File: src/rtl/alu_pkg.sv
// Shared definitions for the 16-bit ALU: datapath width and opcode encodings.
package alu_pkg;

    localparam int WIDTH = 16;

    typedef enum logic [3:0] {
        OP_NOP = 4'd0,
        OP_ADD = 4'd1,
        OP_SUB = 4'd2,
        OP_MUL = 4'd3,
        OP_DIV = 4'd4,
        OP_AND = 4'd5,
        OP_OR  = 4'd6,
        OP_XOR = 4'd7,
        OP_NOT = 4'd8,
        OP_SLL = 4'd9,
        OP_SRA = 4'd10,
        OP_SRL = 4'd11,
        OP_SLT = 4'd12
    } opcode_t;

endpackage

File: src/rtl/alu_muldiv.sv
// Combinational signed multiply / divide producing the next HI/LO pair.
// Divide-by-zero and the single quotient-overflow case are resolved here so
// the top level only has to pick this block's outputs for MUL and DIV.
module alu_muldiv
    import alu_pkg::*;
(
    input  logic [WIDTH-1:0] a_i,
    input  logic [WIDTH-1:0] b_i,
    input  logic             is_div_i,
    output logic [WIDTH-1:0] hi_next_o,
    output logic [WIDTH-1:0] lo_next_o,
    output logic             fault_o
);

    logic signed [2*WIDTH-1:0] prod;
    logic signed [WIDTH:0]     a_ext;
    logic signed [WIDTH:0]     b_safe;
    logic signed [WIDTH:0]     quot;
    logic signed [WIDTH:0]     rem;
    logic                      div_by_zero;
    logic                      div_ovf;
    logic                      mul_ovf;

    // Full 32-bit signed product of the sign-extended operands.
    assign prod = $signed({{WIDTH{a_i[WIDTH-1]}}, a_i}) * $signed({{WIDTH{b_i[WIDTH-1]}}, b_i});

    // Product fits in 16 signed bits only if the upper half is the sign of the lower.
    assign mul_ovf = (prod[2*WIDTH-1:WIDTH] != {WIDTH{prod[WIDTH-1]}});

    // Divide in 17 bits with a nonzero divisor so the arithmetic is always defined;
    // the special cases below override the result where that matters.
    assign div_by_zero = (b_i == '0);
    assign div_ovf     = (a_i == 16'h8000) && (b_i == 16'hFFFF);
    assign a_ext       = $signed({a_i[WIDTH-1], a_i});
    assign b_safe      = div_by_zero ? 17'sd1 : $signed({b_i[WIDTH-1], b_i});
    assign quot        = a_ext / b_safe;
    assign rem         = a_ext % b_safe;

    // Select the multiply or divide result, applying the divide fault cases.
    always_comb begin
        hi_next_o = prod[2*WIDTH-1:WIDTH];
        lo_next_o = prod[WIDTH-1:0];
        fault_o   = mul_ovf;
        if (is_div_i) begin
            if (div_by_zero) begin
                lo_next_o = 16'hFFFF;
                hi_next_o = a_i;
                fault_o   = 1'b1;
            end else if (div_ovf) begin
                lo_next_o = 16'h8000;
                hi_next_o = '0;
                fault_o   = 1'b1;
            end else begin
                lo_next_o = quot[WIDTH-1:0];
                hi_next_o = rem[WIDTH-1:0];
                fault_o   = 1'b0;
            end
        end
    end

endmodule

File: src/rtl/alu16.sv
// 16-bit registered ALU with zero/overflow flags and a HI/LO pair that only
// MUL and DIV update. Results appear one cycle after an accepted issue.
module alu16
    import alu_pkg::*;
(
    input  logic             clk,
    input  logic             rst_n,
    input  logic [WIDTH-1:0] A,
    input  logic [WIDTH-1:0] B,
    input  logic [3:0]       ins,
    input  logic             in_valid,
    output logic [WIDTH-1:0] out,
    output logic [WIDTH-1:0] hi,
    output logic [WIDTH-1:0] lo,
    output logic             zero,
    output logic             ovf,
    output logic             out_valid
);

    logic [WIDTH-1:0] out_q, out_d;
    logic [WIDTH-1:0] hi_q, hi_d;
    logic [WIDTH-1:0] lo_q, lo_d;
    logic             zero_q, zero_d;
    logic             ovf_q, ovf_d;
    logic             out_valid_q;

    logic [WIDTH-1:0] sum;
    logic [WIDTH-1:0] diff;
    logic [3:0]       shamt;
    logic [WIDTH-1:0] md_hi;
    logic [WIDTH-1:0] md_lo;
    logic             md_fault;

    assign sum   = A + B;
    assign diff  = A - B;
    assign shamt = B[3:0];

    alu_muldiv u_muldiv (
        .a_i       (A),
        .b_i       (B),
        .is_div_i  (ins == OP_DIV),
        .hi_next_o (md_hi),
        .lo_next_o (md_lo),
        .fault_o   (md_fault)
    );

    // Opcode decode: next result, HI/LO and overflow; reserved codes act as NOP.
    always_comb begin
        out_d = '0;
        hi_d  = hi_q;
        lo_d  = lo_q;
        ovf_d = 1'b0;
        case (ins)
            OP_ADD: begin
                out_d = sum;
                ovf_d = (A[WIDTH-1] == B[WIDTH-1]) && (sum[WIDTH-1] != A[WIDTH-1]);
            end
            OP_SUB: begin
                out_d = diff;
                ovf_d = (A[WIDTH-1] != B[WIDTH-1]) && (diff[WIDTH-1] != A[WIDTH-1]);
            end
            OP_MUL, OP_DIV: begin
                hi_d  = md_hi;
                lo_d  = md_lo;
                out_d = md_lo;
                ovf_d = md_fault;
            end
            OP_AND: out_d = A & B;
            OP_OR:  out_d = A | B;
            OP_XOR: out_d = A ^ B;
            OP_NOT: out_d = ~A;
            OP_SLL: out_d = A << shamt;
            OP_SRA: out_d = $signed(A) >>> shamt;
            OP_SRL: out_d = A >> shamt;
            OP_SLT: out_d = {{(WIDTH-1){1'b0}}, ($signed(A) < $signed(B))};
            default: out_d = '0;
        endcase
        zero_d = (out_d == '0);
    end

    // Result registers load on an accepted issue and hold otherwise.
    always_ff @(posedge clk or negedge rst_n) begin
        if (!rst_n) begin
            out_q       <= '0;
            hi_q        <= '0;
            lo_q        <= '0;
            zero_q      <= 1'b1;
            ovf_q       <= 1'b0;
            out_valid_q <= 1'b0;
        end else begin
            out_valid_q <= in_valid;
            if (in_valid) begin
                out_q  <= out_d;
                hi_q   <= hi_d;
                lo_q   <= lo_d;
                zero_q <= zero_d;
                ovf_q  <= ovf_d;
            end
        end
    end

    assign out       = out_q;
    assign hi        = hi_q;
    assign lo        = lo_q;
    assign zero      = zero_q;
    assign ovf       = ovf_q;
    assign out_valid = out_valid_q;

endmodule

File: config.mk
export PLATFORM = sky130hd
export DESIGN_NAME = alu16
export DESIGN_NICKNAME = d
export VERILOG_FILES = /design/src/rtl/alu_pkg.sv /design/src/rtl/alu_muldiv.sv /design/src/rtl/alu16.sv
export SDC_FILE = /design/constraint.sdc
export NUM_CORES = 2
export LEC_CHECK = 0
export BUFFER_PORTS_ARGS = -buffer_cell sky130_fd_sc_hd__buf_2
export CORE_MARGIN = 8
export CORE_UTILIZATION = 30
export CTS_CLUSTER_DIAMETER = 120
export DETAILED_ROUTE_END_ITERATION = 7
export PLACE_DENSITY = 0.42
export SLEW_MARGIN = 10
export SYNTH_ARGS = -nofsm -noshare
export SYNTH_HDL_FRONTEND = slang
export SYNTH_SLANG_ARGS = --single-unit
File: constraint.sdc
create_clock -name clk -period 1.7 [get_ports clk]
set_input_delay 0.085 -clock clk [delete_from_list [all_inputs] [get_ports clk]]
set_output_delay 0.085 -clock clk [all_outputs]
set_load 0.02 [all_outputs]
==> metrics.log <==
[metrics] worst reg-to-reg path cell count: 5
[metrics] endpoint of the most critical register-to-register path: hi[15]$_DFFE_PN0P_
[metrics] Final Util: 47.6%
[metrics] number of unique standard cell types used by synthesis: 106
[metrics] critical path type: in2reg
[metrics] Sink Count: 51
[metrics] total grt overflow: 0
[metrics] worst ir drop on vdd: between 0.002 and 0.003 V
[metrics] setup slack of the critical path after layout: -27.01 ns
[metrics] pwr/cell area: around 2500 nW/um^2
[metrics] Hold Vio Cnt, Final: 0
[metrics] setup TNS: -1307.49 ns
[metrics] Worst path most repeated cell: buf_4
[metrics] Setup WS pre-CTS: -29.31 ns
[metrics] final setup violation count: 50
[metrics] fraction of final layout cells sized beyond drive strength 1: 40.6%
[metrics] max-cap viol count: 0
[metrics] initial core utilization: 30.3%
[metrics] worst setup path startpoint: B[0]
[metrics] Setup Skew: 0 ns
[metrics] Critical path destination: zero$_DFFE_PN1P_
[metrics] row count: between 100 and 150
[metrics] flop and latch count out of synthesis: 51
[metrics] total buffers and inverters traversed by the critical path: 20
[metrics] sequential element share of the synthesized area: 4.86%
[metrics] full die area: about 97,000 um^2
[metrics] Bufs on Longest Clock Path: 2
[metrics] number of antenna violations at the first check in global routing: 4
[metrics] start of the worst register-to-register path: hi[15]$_DFFE_PN0P_
[metrics] final design instance area without fill: 41,400 um^2
[metrics] number of cells after detailed placement: just under 6k
[metrics] H-tree depth reported by CTS: 2
[metrics] Core Region: 86,900 um^2
[metrics] clock transition time at the flip-flop clock pins of the worst setup and hold paths: 0.10 ns
[metrics] count of flip-flops with a built-in enable after synthesis: 0
[metrics] total number of nets in the final design: 5,477
[metrics] prevailing post-synth register cell: dfrtp_1
[metrics] fraction of registers with async set/reset: 100%
[metrics] routed wire length: between 100 and 150 mm
[metrics] critical-path cell with the highest stage delay: or4b_4
[metrics] Antenna Violating Nets Remaining: 0
[metrics] nature of the critical path endpoint: flip-flop
[metrics] initial detailed-routing violation count: 3,018
[metrics] share of Yosys cell area claimed by the top area cell type: 20.2%
[metrics] synth warn: 0
[metrics] buffers added on ports: about 90
[metrics] TritonCTS clock tree: built
[metrics] post-DR wirelength/cell: approximately 24 um
[metrics] cells after synthesis: about 3.5k
[metrics] number of vias after detailed routing: 32.7k
[metrics] drt pass-1 iters: 6
[metrics] worst hold path class: in2async
[metrics] RD Place Congestion: 0.986
[metrics] worst-path maximum fanout: 8
[metrics] Worst path depth: 147
[metrics] Netlist Area Pre-Place: 26,300 um^2
[metrics] growth of design area from synthesis to finish: 57.4%
[metrics] maximum number of pins on one net before global-route repair: 54
[metrics] total I/O pin count: 90
[metrics] Detailed Place HPWL: 115 mm
[metrics] result of the run: finished with violations
[metrics] vias in the first global route: 32.8k
[metrics] cell with the most instances after synthesis: nand2_1
[metrics] TritonCTS Buffers: 5
[metrics] average instance area after synthesis: between 7 and 8 um^2
[metrics] height of the die: 312 um
[metrics] die width: roughly 310 um
[metrics] element type at the critical path start: input pin
[metrics] Synth top cells by count: 389 x nand2_1, 383 x nor2_1, 364 x inv_1
[metrics] relative slew slack: 37.9%
[metrics] Max Slew Vio Count: 0
[metrics] Post-Syn Nets: approximately 4.1k
[metrics] biggest area consumer among synthesized cells: fa_1
[metrics] data required time of the critical path: 1.94 ns
[metrics] violations in the final reports: negative setup slack
[metrics] final cell count without fillers: ~6k
[metrics] Crit path largest cell delay: 0.57 ns
[metrics] pin slew with the least headroom to its limit: 0.920 ns
[metrics] wire length of the first global-routing pass: 211 mm
[metrics] area post-placement: 38,000 um^2
[metrics] root cell of the clock tree: clkbuf_16
[metrics] detailed-route DRC error count: 0
[metrics] cell family contributing the most delay on the critical path: compound AO/OA/AOI/OAI gates
[metrics] R2R Setup Slk: 0.34 ns
[metrics] ratio of final minimum period to clock period: 1690%
[metrics] static leakage: 0.0200 uW
[metrics] via/cell ratio: around 5.4
[metrics] setup repair after global routing missed its margin: yes
[metrics] maximum clock rate: 34.8 MHz
[metrics] data arrival time of the worst path: between 20 and 30 ns
[metrics] Tot GR Track Use: 28.1%
[metrics] Final min period: 28.71 ns
[metrics] largest cells by area after synthesis: fa_1 20%, ha_1 14%, nand2_1 5.6%
[metrics] Clk Latency, worst-skew pair: 0.32 ns
sequential cells by signal, indices dropped and copies added (netlist names):
name	count
out	16
zero	1
hi	16
lo	16
ovf	1
out_valid	1
worst min path at each step:
stage / startpoint / endpoint / slack (ns)
finish: rst_n / out[7]$_DFFE_PN0P_ / 0.25
CTS: in_valid / out[13]$_DFFE_PN0P_ / 0.23
floorplan: rst_n / hi[0]$_DFFE_PN0P_ / -0.21
global placement: rst_n / hi[4]$_DFFE_PN0P_ / 0.07
detailed placement: rst_n / hi[4]$_DFFE_PN0P_ / 0.07
global route: in_valid / out[13]$_DFFE_PN0P_ / 0.24
cell type report:
class,instances,area [um^2]
antenna,3,7.51
clock buffer,5,125
clock inverter,3,33.8
fill,8753,45500
inverter,373,1410
multi-input combinational,2943,25700
sequential,51,1280
tap,1155,1450
timing repair buffer,1508,11400
timing repair inverter,1,5.00
power breakdown:
group          leakage [uW]  switching, uW  internal [uW]
combinational        0.0193          52200          48500
clock             0.0000776            654            576
sequential         0.000606            489           1650
total                0.0200          53300          50700
routing by layer:
| metal | routed length, um | up-vias | GRT usage (%) | share of wire [%] |
|---|---|---|---|---|
| met5 | 0 | - | 0 | 0 |
| met3 | 11200 | 206 | 4.08 | 7.9 |
| met1 | 66500 | 16110 | 41.3 | 47 |
| met2 | 59800 | 1309 | 42.5 | 42 |
| met4 | 4510 | 0 | 7.39 | 3.2 |
| li1 | - | 15098 | - | - |
per-stage QoR:
| step | hold WS, ns | total power, uW |
|---|---|---|
| final | 0.248 | 104000 |
| after global routing | 0.242 | 112000 |
| after CTS | 0.235 | 100000 |
| after detailed placement | 0.0694 | 92900 |
| after global placement | 0.0689 | 92400 |
| after floorplan | -0.211 | 51000 |
cells in the final DEF (no fill, tap or decap), types with 22 or more instances in the layout:
cell,netlist,layout
o21a_1,50,48
fa_1,265,264
dfrtp_1,50,50
nand3_1,57,45
buf_2,10,88
ha_4,0,38
a21oi_1,256,208
nor2_1,383,356
a31oi_1,42,29
o21ai_0,193,124
a21o_1,53,53
a21oi_2,1,45
nor3_1,89,72
o21ai_2,0,26
o22ai_1,25,23
inv_1,364,351
o211ai_1,37,37
xnor2_1,129,111
a211oi_1,55,34
buf_4,0,1364
xor2_1,46,45
nand4_1,43,43
o21ai_1,5,42
nand2_1,389,368
ha_1,290,247
nor2b_1,24,22
buf_6,2,38
nand2b_1,30,29
cell families (layout without fill, tap and decap cells):
family          count (synthesis)  after routing  share of synthesized area (%)
flops                          51             51                           4.86
other cells                     2              5                         0.0285
mux                            47             47                           2.00
fa+ha+maj                     555            555                           34.0
xor+xnor                      175            175                           5.83
compound gates                970            970                           24.6
simple gates                 1193           1194                           21.0
buf+inv                       538           1890                           7.78
what timing repair did:
action	CTS	global route
setup endpoints to repair	50	50
resized for setup	314	122
setup buffers	128	45
cloned	3	0
pin swaps	188	132
hold buffers	1	0
hold endpoints to repair	15	0
Power figures use the tool's default switching activity.
